--- config.mk ---
export PLATFORM = sky130hd
export DESIGN_NAME = nibble_serial_sub_ctrl_flat
export DESIGN_NICKNAME = d
export VERILOG_FILES = /design/src/rtl/nibble_serial_sub_ctrl_pkg.sv /design/src/rtl/nibble_serial_sub_ctrl_if.sv /design/src/rtl/subtractor_4bit.sv /design/src/rtl/nibble_serial_sub_ctrl.sv /design/src/flat_wrapper.sv
export SDC_FILE = /design/constraint.sdc
export NUM_CORES = 1
export LEC_CHECK = 0
export ABC_AREA = 1
export BUFFER_PORTS_ARGS = -buffer_cell sky130_fd_sc_hd__buf_2
export CAP_MARGIN = 20
export CORE_MARGIN = 4
export CORE_UTILIZATION = 54
export DETAILED_ROUTE_END_ITERATION = 12
export PLACE_DENSITY = 0.82
export SYNTH_ARGS = -nofsm -noshare
export SYNTH_HDL_FRONTEND = slang
export SYNTH_SLANG_ARGS = --single-unit
--- constraint.sdc ---
create_clock -name clk -period 3.2 [get_ports clk]
set_clock_uncertainty 0.05 [all_clocks]
set_input_delay 0.32 -clock clk [delete_from_list [all_inputs] [get_ports clk]]
set_output_delay 0.32 -clock clk [all_outputs]
set_load 0.02 [all_outputs]
--- src/rtl/nibble_serial_sub_ctrl_pkg.sv ---
`default_nettype none
// ============================================================================
// Module      : nibble_serial_sub_ctrl_pkg
// Description : Shared constants, controller state type and index-width
//               helper for the nibble-serial subtractor.
// Revision    : 1.0 - initial release
// ============================================================================
package nibble_serial_sub_ctrl_pkg;

    localparam int NIBBLE_W = 4;

    typedef enum logic [1:0] {
        IDLE = 2'd0,
        RUN  = 2'd1,
        HOLD = 2'd2
    } state_t;

    // Width of the nibble index counter; never narrower than one bit.
    function automatic int idx_width(input int nibbles);
        return (nibbles <= 1) ? 1 : $clog2(nibbles);
    endfunction

endpackage
`default_nettype wire

--- src/rtl/nibble_serial_sub_ctrl_if.sv ---
`default_nettype none
// ============================================================================
// Module      : nibble_serial_sub_ctrl_if
// Description : Operand/result handshake bundle for the nibble-serial
//               subtractor. master = requester/consumer, slave = engine.
// Revision    : 1.0 - initial release
// ============================================================================
interface nibble_serial_sub_ctrl_if #(
    parameter int NIBBLES = 4
);
    localparam int WIDTH = 4 * NIBBLES;

    logic             start;
    logic [WIDTH-1:0] a_in;
    logic [WIDTH-1:0] b_in;
    logic             bin_in;
    logic             in_ready;
    logic             busy;
    logic             out_valid;
    logic             out_ready;
    logic [WIDTH-1:0] diff_out;
    logic             bout_out;
    logic             zero_out;

    modport master (
        output start, a_in, b_in, bin_in, out_ready,
        input  in_ready, busy, out_valid, diff_out, bout_out, zero_out
    );

    modport slave (
        input  start, a_in, b_in, bin_in, out_ready,
        output in_ready, busy, out_valid, diff_out, bout_out, zero_out
    );

endinterface
`default_nettype wire

--- src/rtl/subtractor_4bit.sv ---
`default_nettype none
// ============================================================================
// Module      : subtractor_4bit
// Description : Combinational 4-bit subtractor with borrow-in/borrow-out.
//               diff = a - b - bin (mod 16); bout = 1 when a < b + bin.
// Revision    : 1.0 - initial release
// ============================================================================
module subtractor_4bit (
    input  logic [3:0] a,
    input  logic [3:0] b,
    input  logic       bin,
    output logic [3:0] diff,
    output logic       bout
);
    logic [4:0] full;

    // A 5-bit difference puts the underflow into bit 4.
    always_comb begin
        full = {1'b0, a} - {1'b0, b} - {4'b0000, bin};
        diff = full[3:0];
        bout = full[4];
    end

endmodule
`default_nettype wire

--- src/rtl/nibble_serial_sub_ctrl.sv ---
`default_nettype none
// ============================================================================
// Module      : nibble_serial_sub_ctrl
// Description : Wide subtraction by reusing one 4-bit subtractor, one nibble
//               per cycle LSB first, with the borrow carried in a register.
// Revision    : 1.0 - initial release
// ============================================================================
module nibble_serial_sub_ctrl
    import nibble_serial_sub_ctrl_pkg::*;
#(
    parameter int NIBBLES = 4
) (
    input  logic                     clk,
    input  logic                     rst_n,
    nibble_serial_sub_ctrl_if.slave  bus
);
    localparam int               IDX_W    = idx_width(NIBBLES);
    localparam logic [IDX_W-1:0] LAST_IDX = IDX_W'(NIBBLES - 1);

    state_t                           state;
    state_t                           state_next;
    logic [IDX_W-1:0]                 idx;
    logic                             borrow;
    logic                             zero_reg;
    logic [NIBBLES-1:0][NIBBLE_W-1:0] a_reg;
    logic [NIBBLES-1:0][NIBBLE_W-1:0] b_reg;
    logic [NIBBLES-1:0][NIBBLE_W-1:0] acc;
    logic [NIBBLES-1:0][NIBBLE_W-1:0] acc_next;
    logic [NIBBLE_W-1:0]              sub_diff;
    logic                             sub_bout;
    logic                             in_ready;
    logic                             busy;
    logic                             out_valid;
    logic                             accept;
    logic                             last_step;

    subtractor_4bit u_sub (
        .a    (a_reg[idx]),
        .b    (b_reg[idx]),
        .bin  (borrow),
        .diff (sub_diff),
        .bout (sub_bout)
    );

    // Controller state register.
    always_ff @(posedge clk) begin
        if (!rst_n) begin
            state <= IDLE;
        end else begin
            state <= state_next;
        end
    end

    // Next-state decode and handshake outputs.
    always_comb begin
        state_next = state;
        in_ready   = 1'b0;
        busy       = 1'b0;
        out_valid  = 1'b0;
        case (state)
            IDLE: begin
                in_ready = 1'b1;
                if (bus.start) state_next = RUN;
            end
            RUN: begin
                busy = 1'b1;
                if (idx == LAST_IDX) state_next = HOLD;
            end
            HOLD: begin
                out_valid = 1'b1;
                if (bus.out_ready) state_next = IDLE;
            end
            default: state_next = IDLE;
        endcase
    end

    assign accept    = in_ready & bus.start;
    assign last_step = busy & (idx == LAST_IDX);

    // Accumulator with the current nibble slot overwritten by the subtractor.
    always_comb begin
        acc_next      = acc;
        acc_next[idx] = sub_diff;
    end

    // Operand capture, per-nibble accumulation, borrow chain and index.
    always_ff @(posedge clk) begin
        if (!rst_n) begin
            a_reg    <= '0;
            b_reg    <= '0;
            acc      <= '0;
            borrow   <= 1'b0;
            idx      <= '0;
            zero_reg <= 1'b0;
        end else if (accept) begin
            a_reg  <= bus.a_in;
            b_reg  <= bus.b_in;
            borrow <= bus.bin_in;
            acc    <= '0;
            idx    <= '0;
        end else if (busy) begin
            acc    <= acc_next;
            borrow <= sub_bout;
            // Parking the index at zero keeps it from wrapping past the top.
            idx    <= last_step ? '0 : idx + IDX_W'(1);
            if (last_step) zero_reg <= (acc_next == '0);
        end
    end

    assign bus.in_ready  = in_ready;
    assign bus.busy      = busy;
    assign bus.out_valid = out_valid;
    assign bus.diff_out  = acc;
    assign bus.bout_out  = borrow;
    assign bus.zero_out  = zero_reg;

endmodule
`default_nettype wire

--- src/flat_wrapper.sv ---
// flat-port wrapper written by rule: the top's interface ports become plain ports
module nibble_serial_sub_ctrl_flat import nibble_serial_sub_ctrl_pkg::*;
#(
    parameter int NIBBLES = 4
)
  (clk, rst_n, bus_start, bus_a_in, bus_b_in, bus_bin_in, bus_out_ready, bus_in_ready, bus_busy, bus_out_valid, bus_diff_out, bus_bout_out, bus_zero_out);
  nibble_serial_sub_ctrl_if #(.NIBBLES(NIBBLES)) bus_i ();
  input  logic clk;
  input  logic rst_n;
  input wire logic [$bits(bus_i.start)-1:0] bus_start;
  input wire logic [$bits(bus_i.a_in)-1:0] bus_a_in;
  input wire logic [$bits(bus_i.b_in)-1:0] bus_b_in;
  input wire logic [$bits(bus_i.bin_in)-1:0] bus_bin_in;
  input wire logic [$bits(bus_i.out_ready)-1:0] bus_out_ready;
  output wire logic [$bits(bus_i.in_ready)-1:0] bus_in_ready;
  output wire logic [$bits(bus_i.busy)-1:0] bus_busy;
  output wire logic [$bits(bus_i.out_valid)-1:0] bus_out_valid;
  output wire logic [$bits(bus_i.diff_out)-1:0] bus_diff_out;
  output wire logic [$bits(bus_i.bout_out)-1:0] bus_bout_out;
  output wire logic [$bits(bus_i.zero_out)-1:0] bus_zero_out;
  assign bus_i.start = bus_start;
  assign bus_i.a_in = bus_a_in;
  assign bus_i.b_in = bus_b_in;
  assign bus_i.bin_in = bus_bin_in;
  assign bus_i.out_ready = bus_out_ready;
  assign bus_in_ready = bus_i.in_ready;
  assign bus_busy = bus_i.busy;
  assign bus_out_valid = bus_i.out_valid;
  assign bus_diff_out = bus_i.diff_out;
  assign bus_bout_out = bus_i.bout_out;
  assign bus_zero_out = bus_i.zero_out;
  nibble_serial_sub_ctrl #(.NIBBLES(NIBBLES)) u_core (.clk(clk), .rst_n(rst_n), .bus(bus_i));
endmodule
==> results.cfg <==
[yosys]
synth_area_um2 = 2590
synth_flop_cell = dfxtp_1
netlist.area_leader.share_pct = 41.7
synth_compound_area_share_pct = 19.6
synth_cells = 364
async_flop_share_pct = 0
synth_fa_ha_area_share_pct = 5.40
yosysWarnings = 0
synth-seq-cells = 54
synth_xor_area_share_pct = 0.338
ys_types = 30
synth_top_family_by_area = simple AND/OR/NAND/NOR gates
yosysSeqAreaShare_pct = 41.7
muxShareOfSynthArea_pct = 0
ys_top_cells_by_area = dfxtp_1 42%, nor2_1 12%, o21ai_0 8.3%, nand2_1 8.1%, a21oi_1 4.2%
synth_top_area_cell = dfxtp_1
postSynthAreaPerCell_um2 = 7.13
synth_edf_count = 0
synth_fp_nets = 411
synth_most_common_cell = nor2_1
synth-simple-area-share_pct = 25.7
synth_top_cells_by_count = 83 x nor2_1, 56 x nand2_1, 54 x dfxtp_1

[worst_setup_path]
critical_path.endpoint_type = register
worst-path-max-fanout = 14
crit_arrival_ns = 3.07
cp.required_ns = 3.39
path_class = reg -> reg
critPathBufInv = 1
cp-start-kind = register
worstPathCellList = inv_2 > a21oi_1 > a32o_1 > fa_1 > fa_2 > nand2_1 > o21ai_0 > nand2_1 > nor3_2 > nand2_1 > nor2_1 > nand2_1 > nor2_1 > nand2_1 > a21oi_2
worst_path_max_delay_cell = fa_2
cp_top_family = adder cells
cpPeakStageDelay_ns = 0.62
cp_common_cell = nand2_1

[sta]
rsz0062_at_grt = no
report.final.slew_viol_count = 0
fin_ws_ns = 0.312
final.min_clock_period_ns = 2.89
fin_crit_sh_pct = 90.3
setup_violations = 0
slew_headroom_pct = 62.8
worstMarginPinSlew_ns = 0.558
final_hold_viol_count = 0
setup_tns_ns = 0
max_freq_mhz = 346

[run_status]
run_status = complete, no violations

[clock_network]
clkLatencyLatePin_ns = 0.30
h-tree-depth = 2
clk_pin_slew_ns = 0.09
ctsResizeCount = 0
clockBufferDepth = 2
cts.sinks = 54
cts_setup_buffers = 0
cts-root-buf = clkbuf_8
cts_tree = yes
cts_hold_buf = 0
cts_buffers = 5

[placement]
io_buffers = 57
hpwl_um = 4290
dp_slack_ns = 0.159
place_congestion = 0.841

[routing]
remaining_drc_errors = 0
drt-initial-drc-count = 229
routed-via-count = 2444
ant_nets = 0
dr.pass1.iters = 4
vias_per_cell = 5.26
drt-total-wl_um = 5800
wire_per_inst_um = 12.5

[floorplan]
rows = 24
io_pins = 58
die_h_um = 77.3
start_util_pct = 57.6
die_w_um = 77.3
fp.coreArea_um2 = 4500
dieArea_um2 = 5980

[cells_and_area]
areaGrowthSynthToFinish_pct = 14.5
drive_gt1_share_pct = 20.3
n_antenna_cell = 0
nFillCells = 395
nets = 459

[global_routing]
antenna_found_initial = 0
grt_pass1_wl_um = 10000
track_usage_pct = 20.2
grt_pass1_vias = 2215
grt_max_degree = 38
overflow = 0

[power]
peakVddDrop_mv = 0.282
p_leak_nw = 1.39
powerDensity_nw_per_um2 = 511

[min_path]
hold_path.class = in -> reg

[run]
cap_violations = 0
cells by family (layout without fill, tap and decap cells):
group / Yosys count / after routing
xor gates and xnor gates: 1 / 1
and+or+nand+nor: 159 / 159
DFF: 54 / 54
buffers and inverters: 45 / 94
AOI/OAI and AO/OA: 95 / 95
adders and majority gates: 10 / 10
metal layers:
| metal | vias up | global-route usage (%) | part of all wire [%] |
|---|---|---|---|
| met2 | 73 | 33.2 | 45 |
| met3 | 7 | 3.98 | 6.4 |
| met1 | 1084 | 26.4 | 47 |
| met5 | - | 0 | 0 |
| met4 | 0 | 6.94 | 1.2 |
| li1 | 1280 | - | - |
report_power, final:
group	leakage, nW	total, mW	internal [mW]	switching (mW)
sequential	0.445	0.753	0.719	0.0332
combinational	0.899	0.386	0.142	0.245
clock	0.0482	0.379	0.175	0.204
total	1.39	1.52	1.04	0.482
worst min-delay path: stages:
cell,delay [ns]
buf_2,0.07
o21ai_0,0.07
nor2_1,0.07
cell usage in the layout (no fill, tap or decap):
master / n
clkbuf_1: 1
dfxtp_1: 52
nand2_4: 2
xor2_1: 1
o21ai_0: 43
nor3_2: 1
nand3_1: 10
clkinv_2: 1
inv_6: 1
a32o_1: 3
nor3_1: 1
inv_1: 22
nand3_2: 2
fa_2: 1
dfxtp_2: 2
ha_1: 8
nor2_8: 1
nor2_2: 2
nor2_1: 83
a21oi_1: 22
a32oi_1: 1
buf_4: 1
fa_1: 1
clkbuf_8: 6
o22ai_1: 3
a21o_1: 1
o21bai_1: 2
o21ai_1: 19
nand2_2: 1
buf_2: 57
a21oi_2: 1
inv_2: 5
nand2_1: 56
final cells by class:
cell class,instances,area (um^2),share of cell area [%]
multi-input cells,265,1330,44.7
flip-flops and latches,54,1080,36.5
repair buffers,58,293,9.85
inverters,28,110,3.71
clock buffers,7,86.3,2.91
well taps,52,65.1,2.19
clock inverters,1,5.00,0.168
metrics by stage:
| stage | hold slack (ns) | power (mW) | util, % | instance area (um^2) | std cells |
|---|---|---|---|---|---|
| after floorplan | 0.400 | 1.05 | - | 2590 | 364 |
| after global placement | 0.384 | 1.14 | 63.8 | 2880 | 457 |
| after detailed placement | 0.388 | 1.15 | 63.8 | 2880 | 457 |
| after CTS | 0.207 | 1.52 | 65.9 | 2970 | 465 |
| after global routing | 0.209 | 1.62 | 66.0 | 2970 | 465 |
| final | 0.213 | 1.52 | 66.0 | 2970 | 465 |
path summary, 6_finish.rpt:
check,start,endpoint,slack [ns],depth (start not counted)
hold reg to reg,u_core.bus.diff_out[14],u_core.bus.diff_out[14],0.40,2
setup reg to reg,u_core.idx[1],u_core.bus.zero_out,0.31,15
hold / removal,bus_a_in[10],u_core.a_reg[10],0.21,3
setup / recovery,u_core.idx[1],u_core.bus.zero_out,0.31,15
Power figures use the tool's default switching activity.
